$ cat src/rtl/acq_uart_framer_pkg.sv
// acq_uart_framer_pkg: shared FSM encoding and frame constants for the UART framer
package acq_uart_framer_pkg;
  typedef enum logic [2:0] {IDLE, REQ, WAIT, SEND, DRAIN} state_t;
  localparam logic [7:0] DEFAULT_HEADER = 8'hA5;
  localparam int FRAME_BYTES = 8;
endpackage

$ cat src/rtl/acq_uart_framer_if.sv
// acq_uart_framer_if: acquisition-side read bus between the BRAM buffer and the framer
interface acq_uart_framer_if;
  logic begin_acq, BRAM_empty, rd_clk;
  logic [15:0] data_in_1, data_in_2, data_in_3;
  modport master (output begin_acq, BRAM_empty, data_in_1, data_in_2, data_in_3, input rd_clk);
  modport slave (input begin_acq, BRAM_empty, data_in_1, data_in_2, data_in_3, output rd_clk);
endinterface

$ cat src/rtl/acq_uart_framer_uart_tx_byte.sv
// uart_tx_byte: 8N1 byte transmitter; a start on the final stop-bit cycle chains bytes with no gap
module uart_tx_byte #(
  parameter int CLKS_PER_BIT = 234
) (
  input  logic       clk,
  input  logic       reset,
  input  logic       start,
  input  logic [7:0] data,
  output logic       tx,
  output logic       done
);
  localparam int TW = $clog2(CLKS_PER_BIT);
  localparam logic [TW-1:0] TMAX = TW'(CLKS_PER_BIT - 1);
  logic [TW-1:0] timer;
  logic [3:0] idx;
  logic [7:0] sh;
  logic active;
  assign done = active && idx == 4'd9 && timer == TMAX;
  // idx is the bit on the line: 0 start, 1..8 data, 9 stop
  always_ff @(posedge clk) begin
    if (reset) begin
      tx <= 1'b1;
      active <= 1'b0;
      timer <= '0;
      idx <= '0;
      sh <= '0;
    end else if (start) begin
      tx <= 1'b0;
      active <= 1'b1;
      timer <= '0;
      idx <= '0;
      sh <= data;
    end else if (active) begin
      timer <= timer == TMAX ? '0 : timer + TW'(1);
      if (timer == TMAX) begin
        idx <= idx == 4'd9 ? 4'd0 : idx + 4'd1;
        active <= idx != 4'd9;
        tx <= idx >= 4'd8 || sh[idx[2:0]];
      end
    end
  end
endmodule

$ cat src/rtl/acq_uart_framer.sv
// acq_uart_framer: pops one 3x16-bit word set per frame and sends HEADER, six data bytes, XOR checksum
module acq_uart_framer
  import acq_uart_framer_pkg::*;
#(
  parameter int CLKS_PER_BIT = 234,
  parameter int DATA_WAIT = 4,
  parameter logic [7:0] HEADER = DEFAULT_HEADER
) (
  input  logic clk,
  input  logic reset,
  acq_uart_framer_if.slave acq,
  output logic uart_tx,
  output logic busy,
  output logic [15:0] frames_sent
);
  state_t state, nxt;
  logic [15:0] cnt;
  logic [2:0] bidx, sel;
  logic [47:0] f;
  logic [63:0] fr;
  logic [7:0] chk, byte_d;
  logic start, done, cap, inc;
  assign chk = f[47:40] ^ f[39:32] ^ f[31:24] ^ f[23:16] ^ f[15:8] ^ f[7:0];
  assign fr = {HEADER, f, chk};
  assign sel = state == SEND ? 3'(bidx + 3'd1) : 3'd0;
  assign byte_d = fr[{~sel, 3'b000} +: 8];
  always_comb begin
    nxt = state;
    start = 1'b0;
    cap = 1'b0;
    inc = 1'b0;
    case (state)
      IDLE: if (acq.begin_acq && !acq.BRAM_empty) nxt = REQ;
      REQ: nxt = acq.begin_acq ? WAIT : IDLE;
      WAIT:
        if (!acq.begin_acq) nxt = IDLE;
        else if (cnt == 16'(DATA_WAIT - 1)) begin
          nxt = SEND;
          cap = 1'b1;
          start = 1'b1;
        end
      SEND:
        if (done) begin
          if (bidx == 3'(FRAME_BYTES - 1)) begin
            nxt = IDLE;
            inc = 1'b1;
          end else if (!acq.begin_acq) nxt = DRAIN;
          else start = 1'b1;
        end
      DRAIN: if (cnt == 16'(CLKS_PER_BIT - 1)) nxt = IDLE;
      default: nxt = IDLE;
    endcase
  end
  // cnt restarts on every state entry, timing both WAIT and DRAIN
  always_ff @(posedge clk) begin
    if (reset) begin
      state <= IDLE;
      cnt <= '0;
      bidx <= '0;
      f <= '0;
      frames_sent <= '0;
      acq.rd_clk <= 1'b0;
      busy <= 1'b0;
    end else begin
      state <= nxt;
      cnt <= nxt != state ? 16'd0 : cnt + 16'd1;
      bidx <= start ? sel : bidx;
      if (cap) f <= {acq.data_in_1, acq.data_in_2, acq.data_in_3};
      frames_sent <= frames_sent + 16'(inc);
      acq.rd_clk <= nxt == REQ;
      busy <= nxt != IDLE;
    end
  end
  uart_tx_byte #(.CLKS_PER_BIT(CLKS_PER_BIT)) u_tx (
    .clk(clk),
    .reset(reset),
    .start(start),
    .data(byte_d),
    .tx(uart_tx),
    .done(done)
  );
endmodule

$ cat src/flat_wrapper.sv
// flat-port wrapper written by rule: the top's interface ports become plain ports
module acq_uart_framer_flat import acq_uart_framer_pkg::*;
#(
  parameter int CLKS_PER_BIT = 234,
  parameter int DATA_WAIT = 4,
  parameter logic [7:0] HEADER = DEFAULT_HEADER
)
  (clk, reset, uart_tx, busy, frames_sent, acq_begin_acq, acq_BRAM_empty, acq_data_in_1, acq_data_in_2, acq_data_in_3, acq_rd_clk);
  acq_uart_framer_if acq_i ();
  input  logic clk;
  input  logic reset;
  output logic uart_tx;
  output logic busy;
  output logic [15:0] frames_sent;
  input wire logic [$bits(acq_i.begin_acq)-1:0] acq_begin_acq;
  input wire logic [$bits(acq_i.BRAM_empty)-1:0] acq_BRAM_empty;
  input wire logic [$bits(acq_i.data_in_1)-1:0] acq_data_in_1;
  input wire logic [$bits(acq_i.data_in_2)-1:0] acq_data_in_2;
  input wire logic [$bits(acq_i.data_in_3)-1:0] acq_data_in_3;
  output wire logic [$bits(acq_i.rd_clk)-1:0] acq_rd_clk;
  assign acq_i.begin_acq = acq_begin_acq;
  assign acq_i.BRAM_empty = acq_BRAM_empty;
  assign acq_i.data_in_1 = acq_data_in_1;
  assign acq_i.data_in_2 = acq_data_in_2;
  assign acq_i.data_in_3 = acq_data_in_3;
  assign acq_rd_clk = acq_i.rd_clk;
  acq_uart_framer #(.CLKS_PER_BIT(CLKS_PER_BIT), .DATA_WAIT(DATA_WAIT), .HEADER(HEADER)) u_core (.clk(clk), .reset(reset), .acq(acq_i), .uart_tx(uart_tx), .busy(busy), .frames_sent(frames_sent));
endmodule
$ cat config.mk
export PLATFORM = sky130hd
export DESIGN_NAME = acq_uart_framer_flat
export DESIGN_NICKNAME = d
export VERILOG_FILES = /design/src/rtl/acq_uart_framer_pkg.sv /design/src/rtl/acq_uart_framer_if.sv /design/src/rtl/acq_uart_framer_uart_tx_byte.sv /design/src/rtl/acq_uart_framer.sv /design/src/flat_wrapper.sv
export SDC_FILE = /design/constraint.sdc
export NUM_CORES = 1
export LEC_CHECK = 0
export ABC_CLOCK_PERIOD_IN_PS = 3800
export CORE_AREA = 2 2 109 111
export CTS_BUF_LIST = sky130_fd_sc_hd__clkbuf_8
export CTS_CLUSTER_SIZE = 28
export DETAILED_ROUTE_END_ITERATION = 8
export DIE_AREA = 0 0 111 113
export PLACE_DENSITY = 0.72
export SYNTH_ARGS = -nofsm -noshare
export SYNTH_HDL_FRONTEND = slang
export SYNTH_SLANG_ARGS = --single-unit
$ cat constraint.sdc
create_clock -name clk -period 3.8 [get_ports clk]
set_clock_uncertainty 0.05 [all_clocks]
set_input_delay 1.14 -clock clk [delete_from_list [all_inputs] [get_ports clk]]
set_output_delay 1.14 -clock clk [all_outputs]
set_load 0.02 [all_outputs]
==> results of run 1 <==
## state kept, by name, summed over array words and instances, names as in the netlist
signal,cells
u_core.acq.rd_clk,1
u_core.bidx,3
u_core.busy,1
u_core.cnt,16
u_core.f,48
u_core.frames_sent,16
u_core.state,3
u_core.u_tx.active,1
u_core.u_tx.idx,4
u_core.u_tx.sh,8
u_core.u_tx.timer,8
u_core.u_tx.tx,1
## routing by layer
layer / global-route usage [%] / routed length (µm)
met5: 0 / 0
met4: 8.917 / 272
met3: 4.339 / 676
met2: 34.81 / 6032
met1: 26.49 / 5565
## logic make-up (layout without fill, tap and decap cells)
family | count (synthesis) | count (layout)
AO/OA/AOI/OAI | 121 | 121
XOR/XNOR | 60 | 60
adder cells (fa/ha/maj) | 8 | 8
buffers and inverters | 46 | 100
flip-flops | 110 | 110
multiplexers | 23 | 23
AND/OR/NAND/NOR | 304 | 304
## path summary, 6_finish.rpt
kind / from / to / depth (start not counted)
worst max register to register: u_core.u_tx.timer[0] / u_core.frames_sent[12] / 11
worst max-delay path: acq_begin_acq / u_core.f[28] / 7
worst min register to register: u_core.f[3] / u_core.f[3] / 2
worst min-delay path: u_core.f[3] / u_core.f[3] / 2
## cell type report
| cell class | count | share of cell area [%] |
|---|---|---|
| repair buffers | 76 | 11.58 |
| multi-input cells | 516 | 48.11 |
| clock buffers | 9 | 1.905 |
| well taps | 143 | 2.751 |
| clock inverters | 7 | 1.327 |
| flip-flops and latches | 110 | 33.86 |
| inverters | 8 | 0.4617 |
## power groups by stage
stage / registers [mW] / clock network (mW) / logic [mW]
after CTS: 1.16 / 0.773 / 0.0987
after global placement: 1.19 / 0 / 0.0970
after floorplan: 1.19 / 0 / 0.0363
after global routing: 1.16 / 0.814 / 0.106
after detailed placement: 1.19 / 0 / 0.0979
final: 1.16 / 0.756 / 0.0978
## worst min-delay path, cell delays in order (launching register included)
cell and delay, ns:
dfxtp_1 0.34, nand2_1 0.06, a21oi_1 0.05
## cells in the final DEF (no fill, tap or decap), types with 20 or more instances in the layout
cell / count
clkdlybuf4s50_1: 69
a21oi_1: 74
nand3_1: 23
dfxtp_1: 110
nor2_1: 70
xnor2_1: 23
xor2_1: 29
o21ai_0: 20
nand2_1: 132
==> impl_metrics.tcl, run 1 <==
set metrics [dict create \
    num_rows 39 \
    clockBufferDepth 2 \
    synth-async-reset-ratio_pct 0 \
    grt_usage_pct 20.89 \
    gp_congestion 0.8246 \
    p_clk_share_pct 37.5 \
    fp.dieArea_mm2 0.01254 \
    seq_area_frac_synth_pct 39.55 \
    synth_top_family_by_area "simple AND/OR/NAND/NOR gates" \
    synth_nets 732 \
    ys_top_cells_by_count "132 x nand2_1, 110 x dfxtp_1, 74 x a21oi_1, 70 x nor2_1, 29 x xor2_1" \
    finalHoldViolCount 0 \
    grt_start_max_net_pins 49 \
    drc 0 \
    fillers 1033 \
    antenna_found_initial 0 \
    fin_crit_sh_pct 77.69 \
    core-area_mm2 0.01127 \
    dp_hpwl_um 9086 \
    ys.flop_type "dfxtp_1" \
    die_x_um 111 \
    outcome "complete, no violations" \
    peakVddDrop_mv 0.1936 \
    cp_num_buf_inv 2 \
    viasPerCell 5.481 \
    power.leakage_nw 2.207 \
    die_h_um 113 \
    r2r_slack_ns 0.87 \
    drt_wl_total_um 12550 \
    synth_adder_area_share_pct 1.798 \
    multi_input_area_mm2 0.003129 \
    holdBufCountCts 0 \
    cts_tree "done" \
    grt_overflow_total 0 \
    p_per_area_mw_per_mm2 310.0 \
    design_area_mm2 0.006504 \
    worst_pin_slew_ns 0.9371 \
    path_cells "clkdlybuf4s50_1, nor2b_1, nand4_1, or2_1, buf_4, nand2_1, a21oi_1" \
    fin_util_pct 57.70 \
    ant_nets 0 \
    p_int_mw 1.534 \
    fin_ws_ns 0.8478 \
    numCtsBuffers 9 \
    yosysTopAreaCell "dfxtp_1" \
    worst_path_dominant_cell_family "simple AND/OR/NAND/NOR gates" \
    dp_cells 853 \
    yosysWarnings 0 \
    fin_total_pwr_mw 2.016 \
    layout_min_cycle_time_ns 2.952 \
    crit_required_ns 4.03 \
    hold_ws_ns 0.4239 \
    worstSetupEndpointType "flip-flop" \
    p_comb_share_pct 4.9 \
    rsz0062_at_grt "no" \
    cts_max_level 3 \
    slowest_stage "clkdlybuf4s50_1" \
    swShare_pct 23.89 \
    final_cells 869 \
    yosys.area.top_type_share_pct 39.55 \
    cts_root_buf "clkbuf_8" \
    p_seq_share_pct 57.6 \
    hp-class "flip-flop to flip-flop" \
    nets 781 \
    initial_core_util_pct 49.40 \
    first_global_vias 4729 \
    cts.repair.resized 0 \
    wl_per_cell_um 14.44 \
    synthXorXnorAreaFrac_pct 11.42 \
    cts.clk_slew.worst_paths_ns 0.11 \
    synth_edf_count 0 \
    pre_cts_ws_ns 0.4532 \
    cts_sinks 110 \
    synth_simple_gate_area_share_pct 25.57 \
    synth_area_leaders "dfxtp_1 40%, nand2_1 8.9%, a21oi_1 6.7%, nor2_1 4.7%, xor2_1 4.6%" \
    synthToLayoutAreaGrowth_pct 16.81 \
    cpPeakStageDelay_ns 0.56 \
    clock.fmax_ghz 0.3387 \
    setup_tns_ns 0 \
    drv_slew 0 \
    drive_above_1_share_pct 5.510 \
    drt-pass1-iter-count 5 \
    maxCapViolCount 0 \
    num_vias 4763 \
    io_pins 71 \
    dpl-instance-area_mm2 0.006294 \
    setup_viol 0 \
    power_switching_mw 0.4815 \
    synth_most_common_cell "nand2_1" \
    crit_arrival_ns 3.18 \
    synth_area_per_cell_um2 8.285 \
    syn-cell-area_mm2 0.005568 \
    ff_latch_area_mm2 0.002202 \
    port_buffers 70 \
    synth_compound_area_share_pct 12.45 \
    critical_path_class "primary input to flip-flop" \
    cp-start-kind "primary input" \
    clk_latency_ns 0.40 \
    synthCells 672 \
    ys_ff_latch 110 \
    first_iter_violations 289 \
    synth_cell_types 55 \
    post_cts_buffers 0 \
    crit_path_max_fanout 31 \
    grt_pass1_wl_um 21800 \
    num_antenna_cells 0 \
    relSlewSlack_pct 37.52 \
    muxShareOfSynthArea_pct 4.876 \
]
(Power assumes the default switching activity.)
==> run 2: changes to the inputs <==
--- a/config.mk
+++ b/config.mk
@@ -5,7 +5,7 @@
 export SDC_FILE = /design/constraint.sdc
 export NUM_CORES = 1
 export LEC_CHECK = 0
-export ABC_CLOCK_PERIOD_IN_PS = 3800
+export ABC_CLOCK_PERIOD_IN_PS = 3000
 export CORE_AREA = 2 2 109 111
 export CTS_BUF_LIST = sky130_fd_sc_hd__clkbuf_8
 export CTS_CLUSTER_SIZE = 28
==> constraint.sdc (replaced) <==
create_clock -name clk -period 3 [get_ports clk]
set_clock_uncertainty 0.05 [all_clocks]
set_input_delay 0.9 -clock clk [delete_from_list [all_inputs] [get_ports clk]]
set_output_delay 0.9 -clock clk [all_outputs]
set_load 0.02 [all_outputs]
==> run 2 against run 1 <==
Non-clock buffer count is 3 higher. First-iteration DRC count fell by 12%. Via count about the same. Sequential cell count did not move. Combinational power grew 27%. Core utilization rose by 0.33 points. Critical path depth grew 3. Power is 26% higher. Register-to-register slack got worse by 0.62 ns. Clock power grew 26%. Final area is 0.58% higher. Cell count is 0.23% higher. Critical endpoint is now u_core.frames_sent[9]. Highest routed layer unchanged.
==> impl_metrics.tcl, run 2 (synthesis results as in run 1) <==
set metrics [dict create \
    first_iter_violations 254 \
    peakVddDrop_mv 0.3528 \
    path_cells "ha_1, nand4b_1, nor4_2, and2_1, ha_1, nand3_1, nor2_1, and3_1, xnor2_1, nor2_1" \
    power.leakage_nw 2.233 \
    grt_overflow_total 0 \
    cts_max_level 3 \
    largest_reg_flops 48 \
    dp_hpwl_um 9131 \
    min_path_cells 2 \
    rsz0062_at_grt "no" \
    numCtsBuffers 9 \
    initial_core_util_pct 49.40 \
    maxCapViolCount 0 \
    relSlewSlack_pct 57.06 \
    slowest_stage "dfxtp_1" \
    clockBufferDepth 2 \
    layout_min_cycle_time_ns 2.748 \
    crit_path_max_fanout 6 \
    io_pins 71 \
    drt-pass1-iter-count 4 \
    drc 0 \
    setup_viol 0 \
    drv_slew 0 \
    port_buffers 70 \
    antenna_found_initial 0 \
    worst_pin_slew_ns 0.6441 \
    use_met1_pct 25.25 \
    grt_pass1_wl_um 21420 \
    grt_start_max_net_pins 49 \
    nets 784 \
    cts_root_buf "clkbuf_8" \
    grtUsageMet2_pct 35.54 \
    num_vias 4766 \
    clk_latency_ns 0.38 \
    drive_above_1_share_pct 5.769 \
    drt_wl_total_um 12710 \
    design_area_mm2 0.006541 \
    fin_crit_sh_pct 91.62 \
    first_global_vias 4712 \
    cts_sinks 110 \
    worstSetupEndpointType "flip-flop" \
    wl_per_cell_um 14.59 \
    holdBufCountCts 0 \
    critical_path_class "flip-flop to flip-flop" \
    hold_ws_ns 0.4216 \
    layout.cells.most_common "nand2_1" \
    finalHoldViolCount 0 \
    cts.clk_slew.worst_paths_ns 0.10 \
    biggestRegsByFlops "u_core.f (48), u_core.cnt (16), u_core.frames_sent (16)" \
    num_rows 39 \
    dpl-instance-area_mm2 0.006329 \
    p_per_area_mw_per_mm2 389.5 \
    ant_nets 0 \
    gp_congestion 0.8386 \
    grt_usage_pct 20.60 \
    busiest_layer "met2" \
    die_x_um 111 \
    fp.dieArea_mm2 0.01254 \
    cts_tree "done" \
    setup_tns_ns 0 \
    num_antenna_cells 0 \
    reg2regPathDepth 10 \
    outcome "complete, no violations" \
    viasPerCell 5.472 \
    cp-start-kind "flip-flop" \
    crit_required_ns 3.22 \
    top_register "u_core.f" \
    synthToLayoutAreaGrowth_pct 17.48 \
    mostFrequentLayoutCells "132 x nand2_1, 110 x dfxtp_1, 74 x a21oi_1" \
    hp-class "flip-flop to flip-flop" \
    grt_use_met3_pct 5.838 \
    crit_arrival_ns 2.96 \
    clock.fmax_ghz 0.3638 \
    die_h_um 113 \
    cpPeakStageDelay_ns 0.44 \
    core-area_mm2 0.01127 \
]
==> run 2: per-stage QoR <==
step / util [%] / std cells / worst slack, ns / power [mW]
after floorplan: - / 672 / 0.6105 / 1.550
after global placement: 56.14 / 856 / 0.1563 / 1.628
after detailed placement: 56.14 / 856 / 0.08109 / 1.629
after CTS: 57.95 / 871 / 0.1059 / 2.572
after global routing: 58.03 / 871 / 0.01381 / 2.639
final: 58.03 / 871 / 0.2515 / 2.548
==> run 2: final cells by class <==
class | instances | area, µm²
fill | 1016 | 4731
multi-input combinational | 516 | 3138
sequential | 110 | 2202
timing repair buffer | 79 | 788.3
tap | 143 | 178.9
clock buffer | 9 | 123.9
clock inverter | 6 | 80.08
inverter | 8 | 30.03
==> run 2: what timing repair did <==
action                                  4_1_cts  5_1_grt
gates resized for setup                       0        2
endpoints found under the setup margin        0        7
setup buffers                                 0        0
==> run 2: metal layers <==
layer	vias up	routed length [µm]
met5	-	0
met4	0	185
met3	13	667
met2	100	6163
met1	2254	5693
li1	2399	-
==> run 2: final timing paths <==
check,from,slack (ns),to
max,u_core.u_tx.timer[0],0.25,u_core.frames_sent[9]
min,u_core.f[6],0.42,u_core.f[6]
max reg2reg,u_core.u_tx.timer[0],0.25,u_core.frames_sent[9]
min reg2reg,u_core.f[6],0.42,u_core.f[6]
==> run 2: power breakdown <==
| group | internal, mW | leakage (nW) | switching [mW] |
|---|---|---|---|
| Combinational | 0.0738 | 1.24 | 0.0507 |
| Clock | 0.459 | 0.108 | 0.493 |
| Sequential | 1.46 | 0.886 | 0.00667 |
| Total | 2.00 | 2.23 | 0.551 |
==> run 2: worst max-delay path, delay by kind of cell (launching register included) <==
kind                       cells  cell delay [ns]
DFF                            1             0.44
and+or+nand+nor                7             1.65
xor gates and xnor gates       1             0.12
adders and majority gates      2             0.36
==> run 3: changes to the inputs <==
--- a/config.mk
+++ b/config.mk
@@ -11,7 +11,7 @@
 export CTS_CLUSTER_SIZE = 28
 export DETAILED_ROUTE_END_ITERATION = 8
 export DIE_AREA = 0 0 111 113
-export PLACE_DENSITY = 0.72
+export DONT_BUFFER_PORTS = 1
 export SYNTH_ARGS = -nofsm -noshare
 export SYNTH_HDL_FRONTEND = slang
 export SYNTH_SLANG_ARGS = --single-unit
==> run 3 against run 2 <==
Clock power fell by 4.0%. Sequential share of layout area rose by 4.1 points. Setup slack lost 0.051 ns. Non-clock buffer count down 72. Global-route usage decreased by 0.82 points. First-iteration DRC count unchanged.
==> impl_metrics.tcl, run 3 (synthesis results as in run 1) <==
set metrics [dict create \
    cts_max_level 3 \
    initial_core_util_pct 49.40 \
    io_pins 71 \
    viasPerCell 5.523 \
    crit_path_max_fanout 6 \
    p_clk_share_pct 37.7 \
    synthToLayoutAreaGrowth_pct 4.764 \
    relSlewSlack_pct 52.81 \
    antenna_found_initial 0 \
    hp-class "flip-flop to flip-flop" \
    p_comb_share_pct 1.6 \
    power_switching_mw 0.5384 \
    biggestRegsByFlops "u_core.f (48), u_core.cnt (16), u_core.frames_sent (16)" \
    clk_latency_ns 0.38 \
    layout.cells.most_common "nand2_1" \
    hold_ws_ns 0.4197 \
    mostFrequentLayoutCells "132 x nand2_1, 110 x dfxtp_1, 74 x a21oi_1" \
    drt_wl_total_um 12280 \
    die_h_um 113 \
    grt_pass1_wl_um 20100 \
    peakVddDrop_mv 0.2175 \
    crit_arrival_ns 3.03 \
    clockBufferDepth 2 \
    cts.clk_slew.worst_paths_ns 0.10 \
    num_vias 4418 \
    r2r_slack_ns 0.20 \
    setup_tns_ns 0 \
    drc 0 \
    cp-start-kind "flip-flop" \
    cts_tree "done" \
    grt_start_max_net_pins 77 \
    nets 712 \
    fillers 1096 \
    swShare_pct 22.21 \
    dp_hpwl_um 8874 \
    crit_required_ns 3.23 \
    cts_sinks 110 \
    fin_crit_sh_pct 93.31 \
    die_x_um 111 \
    worst_pin_slew_ns 0.7078 \
    finalHoldViolCount 0 \
    layout_min_cycle_time_ns 2.799 \
    port_buffers 0 \
    drive_above_1_share_pct 6.088 \
    drt-pass1-iter-count 4 \
    first_global_vias 4106 \
    largest_reg_flops 48 \
    p_int_mw 1.886 \
    maxCapViolCount 0 \
    core-area_mm2 0.01127 \
    p_per_area_mw_per_mm2 415.6 \
    critical_path_class "flip-flop to flip-flop" \
    power.leakage_nw 1.969 \
    grt_usage_pct 19.77 \
    num_rows 39 \
    ant_nets 0 \
    post_cts_buffers 0 \
    numCtsBuffers 9 \
    first_iter_violations 254 \
    outcome "complete, no violations" \
    wl_per_cell_um 15.35 \
    drv_slew 0 \
    gp_congestion 0.8061 \
    cts_root_buf "clkbuf_8" \
    worstSetupEndpointType "flip-flop" \
    num_antenna_cells 0 \
    top_register "u_core.f" \
    p_seq_share_pct 60.7 \
    setup_viol 0 \
    fp.dieArea_mm2 0.01254 \
    grt_overflow_total 0 \
    clock.fmax_ghz 0.3572 \
]
-- run 3: cell count changes in the layout (fill, tap and decap cells not counted), sizes merged --
cell           before  now
bufinv              2    1
buf                10    7
clkinv              1    2
clkdlybuf4s50      69    0
clkbuf              9   10
inv                10    9
clkinvlp            1    2
-- run 3: final timing paths --
path / startpoint / endpoint / depth (start not counted)
worst max register to register: u_core.u_tx.timer[0] / u_core.frames_sent[12] / 11
worst min register to register: u_core.f[6] / u_core.f[6] / 2
worst max-delay path: u_core.u_tx.timer[0] / u_core.frames_sent[12] / 11
worst min-delay path: u_core.f[6] / u_core.f[6] / 2
-- run 3: area by class of cell --
type / count / area (µm²) / share of cell area, %
tap: 143 / 178.9 / 3.067
timing repair buffer: 7 / 77.57 / 1.330
clock inverter: 6 / 62.56 / 1.073
multi-input combinational: 516 / 3144 / 53.90
clock buffer: 10 / 137.6 / 2.360
inverter: 8 / 30.03 / 0.5148
sequential: 110 / 2202 / 37.75
-- run 3: routing by layer --
layer / vias to the layer above / global-route usage, % / wire (µm)
li1: 2257 / - / -
met4: 0 / 7.250 / 184
met2: 93 / 31.57 / 5608
met1: 2056 / 26.16 / 5765
met3: 12 / 4.928 / 723
met5: - / 0 / 0
-- run 3: power groups by stage --
| stage | registers [mW] | logic (mW) | clock network [mW] |
|---|---|---|---|
| 2_1_floorplan | 1.50 | 0.0460 | 0 |
| 5_1_grt | 1.47 | 0.0436 | 1.00 |
| 3_3_place_gp | 1.50 | 0.0392 | 0 |
| 3_5_place_dp | 1.50 | 0.0407 | 0 |
| 4_1_cts | 1.47 | 0.0407 | 0.942 |
| 6_report | 1.47 | 0.0397 | 0.914 |
-- run 3: per-stage QoR --
| step | utilization (%) | area (µm²) | worst slack (ns) | cells | power [mW] |
|---|---|---|---|---|---|
| 2_1_floorplan | - | 5568 | 0.6105 | 672 | 1.550 |
| 3_3_place_gp | 49.84 | 5618 | 0.1992 | 784 | 1.544 |
| 3_5_place_dp | 49.84 | 5618 | 0.1251 | 784 | 1.545 |
| 4_1_cts | 51.62 | 5818 | 0.1006 | 800 | 2.454 |
| 5_1_grt | 51.75 | 5833 | -0.003929 | 800 | 2.519 |
| 6_report | 51.75 | 5833 | 0.2006 | 800 | 2.424 |
-- run 3: critical path, stage by stage (launching register included) --
cell and delay [ns]:
dfxtp_1 0.41, ha_1 0.17, nand4b_1 0.26, nor4_4 0.39, and2_1 0.22, ha_1 0.23, ha_1 0.23, nand2_1 0.10
nor2_1 0.23, and4_1 0.24, xnor2_1 0.11, nor2_1 0.05
-- run 3: what timing repair did --
action / CTS / global route
hold buffers: 0 / 0
gates resized for setup: 0 / 2
endpoints found under the setup margin: 0 / 8
